## config.mk

```make
export PLATFORM = sky130hd
export DESIGN_NAME = reveal_sequencer
export DESIGN_NICKNAME = d
export VERILOG_FILES = /design/src/rtl/reveal_sequencer.sv
export SDC_FILE = /design/constraint.sdc
export NUM_CORES = 1
export LEC_CHECK = 0
export CAP_MARGIN = 20
export CORE_MARGIN = 2
export CORE_UTILIZATION = 28
export CTS_CLUSTER_SIZE = 20
export DETAILED_ROUTE_END_ITERATION = 6
export GPL_ROUTABILITY_DRIVEN = 0
export HOLD_SLACK_MARGIN = 0.02
export PLACE_DENSITY = 0.55
export SLEW_MARGIN = 40
export SYNTH_ARGS = -nofsm -noshare
export SYNTH_HDL_FRONTEND = slang
export SYNTH_SLANG_ARGS = --single-unit
export TNS_END_PERCENT = 1
```

## constraint.sdc

```tcl
create_clock -name clock -period 5.05 [get_ports clock]
set_clock_uncertainty 0.15 [all_clocks]
set_input_delay 1.01 -clock clock [delete_from_list [all_inputs] [get_ports clock]]
set_output_delay 1.01 -clock clock [all_outputs]
set_load 0.005 [all_outputs]
```

## src/rtl/reveal_sequencer.sv

```systemverilog
// Reveal datapath sequencer: bomb check, iterative flood-fill (one sweep per
// cycle until the revealed set is stable), then win/lose evaluation.
module reveal_sequencer #(
  parameter int unsigned GRID_SIZE = 3,
  parameter int unsigned IDX_W     = 4
) (
  input  logic                               clock,
  input  logic                               reset,
  input  logic                               clear,
  input  logic                               start,
  input  logic [IDX_W-1:0]                   cur_x,
  input  logic [IDX_W-1:0]                   cur_y,
  input  logic [GRID_SIZE*GRID_SIZE-1:0]     bomb_grid,
  output logic [GRID_SIZE*GRID_SIZE-1:0]     reveal_grid,
  output logic [3:0]                         cur_count,
  output logic                               busy,
  output logic                               done,
  output logic                               win,
  output logic                               lose
);

  localparam int unsigned CELLS = GRID_SIZE * GRID_SIZE;
  localparam int unsigned CW    = (CELLS > 1) ? $clog2(CELLS) : 1;
  localparam int unsigned ITW   = $clog2(CELLS + 1);

  typedef enum logic [2:0] {
    S_IDLE,
    S_CHECK,
    S_EXPAND,
    S_EVAL,
    S_WIN,
    S_LOSE
  } state_e;

  state_e               state_q, state_d;
  logic [CELLS-1:0]     reveal_q, reveal_d;
  logic [CW-1:0]        idx_q, idx_d;
  logic [ITW-1:0]       iter_q, iter_d;
  logic                 done_q, done_d;
  logic                 win_q, win_d;
  logic                 lose_q, lose_d;

  logic [CELLS-1:0][3:0] cnt;
  logic [CELLS-1:0]      zero_c;
  logic [CELLS-1:0]      spread;
  logic [CELLS-1:0]      sweep;
  logic                  in_range;
  logic [CW-1:0]         cur_idx;

  // 8-neighbourhood without wrap-around, on linear cell indices.
  function automatic logic adjacent(input int unsigned a, input int unsigned b);
    int unsigned ax, ay, bx, by;
    ax = a % GRID_SIZE;
    ay = a / GRID_SIZE;
    bx = b % GRID_SIZE;
    by = b / GRID_SIZE;
    return (a != b) && (ax + 1 >= bx) && (bx + 1 >= ax)
                    && (ay + 1 >= by) && (by + 1 >= ay);
  endfunction

  always_comb begin
    cnt    = '0;
    zero_c = '0;
    spread = '0;
    for (int unsigned c = 0; c < CELLS; c++) begin
      for (int unsigned n = 0; n < CELLS; n++) begin
        if (adjacent(c, n)) cnt[c] = cnt[c] + {3'b000, bomb_grid[n]};
      end
    end
    for (int unsigned c = 0; c < CELLS; c++) begin
      zero_c[c] = (cnt[c] == 4'd0) && !bomb_grid[c];
    end
    for (int unsigned c = 0; c < CELLS; c++) begin
      for (int unsigned n = 0; n < CELLS; n++) begin
        if (adjacent(c, n) && reveal_q[n] && zero_c[n]) spread[c] = 1'b1;
      end
    end
  end

  assign sweep     = reveal_q | (spread & ~bomb_grid);
  assign in_range  = (32'(cur_x) < GRID_SIZE) && (32'(cur_y) < GRID_SIZE);
  assign cur_idx   = CW'(32'(cur_y) * GRID_SIZE + 32'(cur_x));
  assign cur_count = in_range ? cnt[cur_idx] : 4'd0;

  always_comb begin
    state_d  = state_q;
    reveal_d = reveal_q;
    idx_d    = idx_q;
    iter_d   = iter_q;
    done_d   = 1'b0;
    win_d    = win_q;
    lose_d   = lose_q;
    unique case (state_q)
      S_IDLE: begin
        if (start) begin
          if (!in_range) begin
            done_d = 1'b1;
          end else begin
            idx_d   = cur_idx;
            state_d = S_CHECK;
          end
        end
      end
      S_CHECK: begin
        if (bomb_grid[idx_q]) begin
          reveal_d = reveal_q | bomb_grid;
          lose_d   = 1'b1;
          state_d  = S_LOSE;
        end else if (reveal_q[idx_q]) begin
          state_d = S_EVAL;
        end else begin
          reveal_d[idx_q] = 1'b1;
          iter_d          = '0;
          state_d         = zero_c[idx_q] ? S_EXPAND : S_EVAL;
        end
      end
      S_EXPAND: begin
        reveal_d = sweep;
        iter_d   = iter_q + 1'b1;
        // Iteration cap is a safety net; a stable sweep normally ends first.
        if ((sweep == reveal_q) || (iter_q == ITW'(CELLS - 1))) state_d = S_EVAL;
      end
      S_EVAL: begin
        if (&(reveal_q | bomb_grid)) begin
          win_d   = 1'b1;
          state_d = S_WIN;
        end else begin
          done_d  = 1'b1;
          state_d = S_IDLE;
        end
      end
      S_WIN, S_LOSE: ;
      default: state_d = S_IDLE;
    endcase
    if (clear) begin
      state_d  = S_IDLE;
      reveal_d = '0;
      done_d   = 1'b0;
      win_d    = 1'b0;
      lose_d   = 1'b0;
    end
  end

  always_ff @(posedge clock) begin
    if (!reset) begin
      state_q  <= S_IDLE;
      reveal_q <= '0;
      idx_q    <= '0;
      iter_q   <= '0;
      done_q   <= 1'b0;
      win_q    <= 1'b0;
      lose_q   <= 1'b0;
    end else begin
      state_q  <= state_d;
      reveal_q <= reveal_d;
      idx_q    <= idx_d;
      iter_q   <= iter_d;
      done_q   <= done_d;
      win_q    <= win_d;
      lose_q   <= lose_d;
    end
  end

  assign reveal_grid = reveal_q;
  assign done        = done_q;
  assign win         = win_q;
  assign lose        = lose_q;
  assign busy        = (state_q == S_CHECK) || (state_q == S_EXPAND) || (state_q == S_EVAL);

endmodule

```

### Yosys cells after proc, flatten, opt, wreduce, memory -nomap -nowiden

Index checks and enable logic that the tools add are counted.

| cells by class | value |
|---|---|
| add/sub/neg operators | 31 |
| multipliers | 1 |
| order comparisons | 5 |
| eq/ne operators | 13 |
| multiplexer cells | 62 |
| bitwise logic cells | 7 |
| reductions and logical operators | 52 |

Operators with widths:

| operator | count |
|---|---|
| adder 4 x 1 -> 4 bit | 11 |
| two-way mux 1 bit | 42 |
| logical NOT 4 bit | 9 |
| OR 9 bit | 3 |
| adder 2 x 1 -> 3 bit | 7 |
| logical AND 1 bit | 20 |
| two-way mux 9 bit | 2 |
| one-hot mux 9 bit (2 select lines) | 1 |
| adder 3 x 1 -> 4 bit | 4 |
| binary-select mux 4 bit (select 4 bit) | 1 |
| two-way mux 4 bit | 4 |
| two-way mux 3 bit | 5 |
| one-hot mux 3 bit (5 select lines) | 1 |
| adder 1 x 1 -> 2 bit | 7 |
| binary-select mux 1 bit (select 4 bit) | 3 |
| < comparator 4 x 5 -> 1 bit (second input constant) | 2 |
| inequality test 2 bit (second input constant) | 5 |
| AND reduction 10 bit | 1 |
| bitwise AND 9 bit | 1 |
| equality test 9 bit | 1 |
| logical NOT 1 bit | 9 |
| inverter 9 bit | 1 |
| AND reduction 9 bit | 1 |
| < comparator 4 x 2 -> 1 bit (second input constant) | 2 |
| other kinds (20) | 28 |

| storage, ports and cells | value |
|---|---|
| register bits | 23 |
| input bits | 21 |
| output and inout bits | 17 |
| logic and storage cells | 178 |

### Logic depth before layout (Yosys ltp)

| logic depth | value |
|---|---|
| depth after elaboration | 20 |
| mapped depth | 13 |
| gate-level depth less buffers | 13 |

### Worst setup path before layout

OpenSTA, ideal clock, no wires.

| timing path | value |
|---|---|
| path kind | in2out |
| from | input bomb_grid[2] |
| to | output cur_count[1] |
| arrival time | 3734 ps |
| data required time | 3890 ps |
| slack | 156 ps |
| stages | 10 |
| buffers on the path | 0 |
| cell sequence | fa_1 > inv_1 > fa_1 > inv_1 > fa_1 > fa_1 > mux4_2 > nand3_1 > o21ai_0 > and2_1 |

| on the way | value |
|---|---|
| longest elaborated chain between the ends | 9 |
| elaborated cells on any way between the ends | 17 |
| classes of those cells | add/sub (14); mux (3) |

RTL lines:

| what | RTL line | text |
|---|---|---|
| from (decl) | 13 | `input logic [GRID_SIZE*GRID_SIZE-1:0] bomb_grid,` |
| adder 2 x 1 -> 3 bit | 67 | `if (adjacent(c, n)) cnt[c] = cnt[c] + {3'b000, bomb_grid[n]};` |
| adder 3 x 1 -> 4 bit | 67 |  |
| adder 4 x 1 -> 4 bit (4 in series) | 67 |  |
| binary-select mux 4 bit (select 4 bit) (*) | 83 | `assign cur_count = in_range ? cnt[cur_idx] : 4'd0;` |
| two-way mux 4 bit (implied by the code) (*) | 83 |  |
| two-way mux 4 bit (*) | 83 |  |
| to (decl) | 15 | `output logic [3:0] cur_count,` |

Every way passes the cells marked *; elsewhere a longest branch is shown, timed or not. The select of a mux whose other input is x is not followed.

### Worst setup path in the final report

| timing path | value |
|---|---|
| from | input cur_y[1] |
| to | output cur_count[0] |

| on the way | value |
|---|---|
| longest elaborated chain between the ends | 5 |
| elaborated cells on any way between the ends | 7 |
| classes of those cells | add/sub (1); mul (1); order compare (1); mux (3); reduce/logical (1) |

RTL lines:

| what | RTL line | text |
|---|---|---|
| from (decl) | 12 | `input logic [IDX_W-1:0] cur_y,` |
| multiplier 4 x 2 -> 4 bit | 82 | `assign cur_idx = CW'(32'(cur_y) * GRID_SIZE + 32'(cur_x));` |
| adder 4 bit | 82 |  |
| binary-select mux 4 bit (select 4 bit) | 83 |  |
| two-way mux 4 bit (implied by the code) | 83 |  |
| two-way mux 4 bit (*) | 83 |  |

Marked as above.

==> impl_metrics.csv <==
group,metric,value,unit
logic_synthesis,async_flop_share,0,
route,dr.pass1.iters,5,
logic_synthesis,synth_edf_count,0,
cts,cts_tree,"yes",
die,dieArea,11200,um2
timing,finalSetupViolCount,2,
die,die_h,106,um
run_status,violations,"setup timing",
timing,max_freq,196,MHz
timing,hold_viol,0,
timing,max_slew_margin,0.488,
timing,hold_ws,0.324,ns
setup_path,crit_type,"primary input to primary output",
place,portBuffers,37,
global_routing,grt_pass1_wl,15300,um
logic_synthesis,postSynthAreaPerCell,8.39,um2
logic_synthesis,synth_top_cell_area_share,0.159,
global_routing,grt-ovfl-total,0,
cts,clk_pin_slew_worst_paths,0.08,ns
setup_path,worstPathRequired,3.89,ns
setup_path,path_cells,"clkdlybuf4s50_1 -> fa_1 -> ha_2 -> fa_2 -> xnor2_4 -> xnor2_2 -> a211oi_2 -> a31oi_1 -> o21ai_1 -> and2_1 -> clkdlybuf4s50_1",
logic_synthesis,yosysSeqAreaShare,0.159,
power,ir_worst_vdd,0.0783,mV
route,wl_per_cell,17.1,um
logic_synthesis,synth_area,2900,um2
die,die_w,106,um
timing,period_share,1.01,
finish,fill_cells,1109,
die,start_util,0.284,
cts,htree_levels,1,
finish,drive_above_1_share,0.176,
route,avgViaCountPerCell,5.48,
setup_path,slowest_stage,"clkdlybuf4s50_1",
route,postRouteAntennaNets,0,
timing,rsz0062_at_grt,"true",
logic_synthesis,yosys.area.top_type,"dfxtp_1",
route,wirelength,9230,um
power,power,662,uW
finish,seq_area,462,um2
global_routing,grt_start_max_net_pins,23,
setup_path,crit_fanout,4,
die,coreArea,10200,um2
setup_path,worstSetupEndpointType,"primary output",
timing,worst_pin_slew,0.758,ns
logic_synthesis,yosysUniqueCellTypes,69,
setup_path,crit-reg2reg-launch,"idx_q[1]$_SDFFE_PN0P_",
logic_synthesis,yosysWarnings,0,
die,io_pins,38,
cts,numClockSinks,23,
timing,tns,-0.0703,ns
finish,final_nets,462,
min_path,hp-class,"register to register",
global_routing,track_usage,0.170,
setup_path,r2r-end,"reveal_grid[7]$_SDFFE_PP0P_",
logic_synthesis,netlist_top_cells_area,"dfxtp_1 (16%), fa_1 (13%), ha_1 (7.3%)",
logic_synthesis,synth_ff_type,"dfxtp_1",
setup_path,r2r_slack,2.36,ns
setup_path,critPathArrivalTime,3.94,ns
route,drt_iter0_markers,223,
min_path,min_from,"lose$_SDFFE_PP0P_",
cts,clockBufferDepth,2,
power,p_leak,1.45,nW
global_routing,grt_pass1_vias,3022,
finish,area_growth,28.2,%
power,power.density,178,nW/um2
finish,diodes,0,
cts,cts_buffers,3,
cts,root_buffer,"clkbuf_8",
route,vias,2958,
route,drc,0,
die,std_cell_rows,37,
finish,final_core_util,0.364,
global_routing,antenna_found_initial,0,
timing,drv_slew,0,
setup_path,rr_worst_depth,6,
logic_synthesis,synth_cells,345,
timing,setup_slack,-0.0455,ns
flow_run,cap_viol_max_count,0,
finish,multi_input_area,2300,um2
min_path,min_path_cells,1,
setup_path,cp-start-kind,"primary input",
timing,min_period,5.10,ns
cts,clk_latency,0.27,ns
run_status,outcome,"complete, but fails checks",
setup_path,max_stage_delay,0.52,ns
logic_synthesis,synth_seq_cells,23,
setup_path,cp_common_cell,"clkdlybuf4s50_1",
logic_synthesis,synthesis.nets,402,
place,dp_hpwl,7410,um
min_path,hold_end,"lose$_SDFFE_PP0P_",
worst max path at each step:
| stage | from | cells past startpoint | endpoint | slack, ns |
|---|---|---|---|---|
| global placement | bomb_grid[3] | 12 | cur_count[1] | -0.81 |
| floorplan | bomb_grid[2] | 10 | cur_count[1] | 0.16 |
| CTS | bomb_grid[6] | 12 | cur_count[1] | -0.05 |
| detailed placement | bomb_grid[3] | 12 | cur_count[1] | -0.87 |
| finish | cur_y[1] | 11 | cur_count[0] | -0.05 |
| global route | cur_y[1] | 11 | cur_count[0] | -0.16 |
what timing repair did:
action                                 in CTS  in global routing
setup endpoints to repair                  12                  3
gates cloned                                0                  0
gates resized for setup                    36                  5
hold buffers                                0                  0
pin swaps                                   8                  5
endpoints found under the hold margin       0                  0
setup buffers                               3                  0
power breakdown:
group,internal [mW],switching [mW]
combinational,0.179,0.178
clock,0.0552,0.0626
sequential,0.183,0.00395
flip-flops by register name, indices dropped and copies added, names as in the netlist:
name	count
reveal_grid	9
idx_q	4
iter_q	4
state_q	3
done	1
lose	1
win	1
metrics by stage:
step / instances / cell area [um2] / worst slack (ns)
6_report: 540 / 3710 / -0.0455
5_1_grt: 540 / 3710 / -0.158
4_1_cts: 540 / 3700 / -0.0466
3_5_place_dp: 533 / 3590 / -0.875
3_3_place_gp: 533 / 3590 / -0.812
2_1_floorplan: 345 / 2900 / 0.156
layer usage:
layer,up-vias,part of all wire,global-route usage
met4,0,0.025,0.0432
met1,1391,0.43,0.220
li1,1412,-,-
met5,-,0,0
met2,129,0.47,0.293
met3,26,0.072,0.0303
synthesized netlist by cell type (7+ instances only):
library cell and n:
a211oi_1 10, a21oi_1 18, a22oi_1 7, and3_1 8, clkbuf_1 11, dfxtp_1 23, fa_1 19, ha_1 17
inv_1 33, mux2i_1 12, nand2_1 19, nand3_1 11, nor2_1 33, nor3_1 9, o21ai_0 10
cells in the final DEF (no fill, tap or decap), types with 6 or more instances in the layout:
master	count
fa_1	16
nand2_1	19
clkdlybuf4s50_1	27
o21ai_0	7
a22oi_1	7
ha_1	16
mux4_2	6
a21oi_1	18
dfxtp_1	22
and3_1	8
inv_1	31
nor2_1	33
mux2i_1	12
a211oi_1	9
a31oi_1	6
nand3_1	10
buf_4	33
nand2b_1	6
nor3_1	9
cell families after synthesis:
family          after synthesis  synth area share
fa+ha+maj                    36             0.205
buf+inv                      49            0.0691
mux                          22             0.105
flops                        23             0.159
simple gates                118             0.213
xor+xnor                      7            0.0212
compound gates               90             0.228
worst max-delay path: cells and delay by family:
family | cells | cell delay (ns)
xor+xnor | 2 | 0.33
buf+inv | 2 | 1.01
compound gates | 3 | 0.41
simple gates | 1 | 0.13
fa+ha+maj | 3 | 1.05
layout make-up:
cell class                 count  share of cell area
clock buffer                   3              0.0111
multi-input combinational    273               0.619
tap                          136              0.0458
sequential                    23               0.124
clock inverter                 1             0.00135
inverter                      34              0.0344
timing repair buffer          70               0.163
No activity file was read; power rests on OpenSTA's default activity.
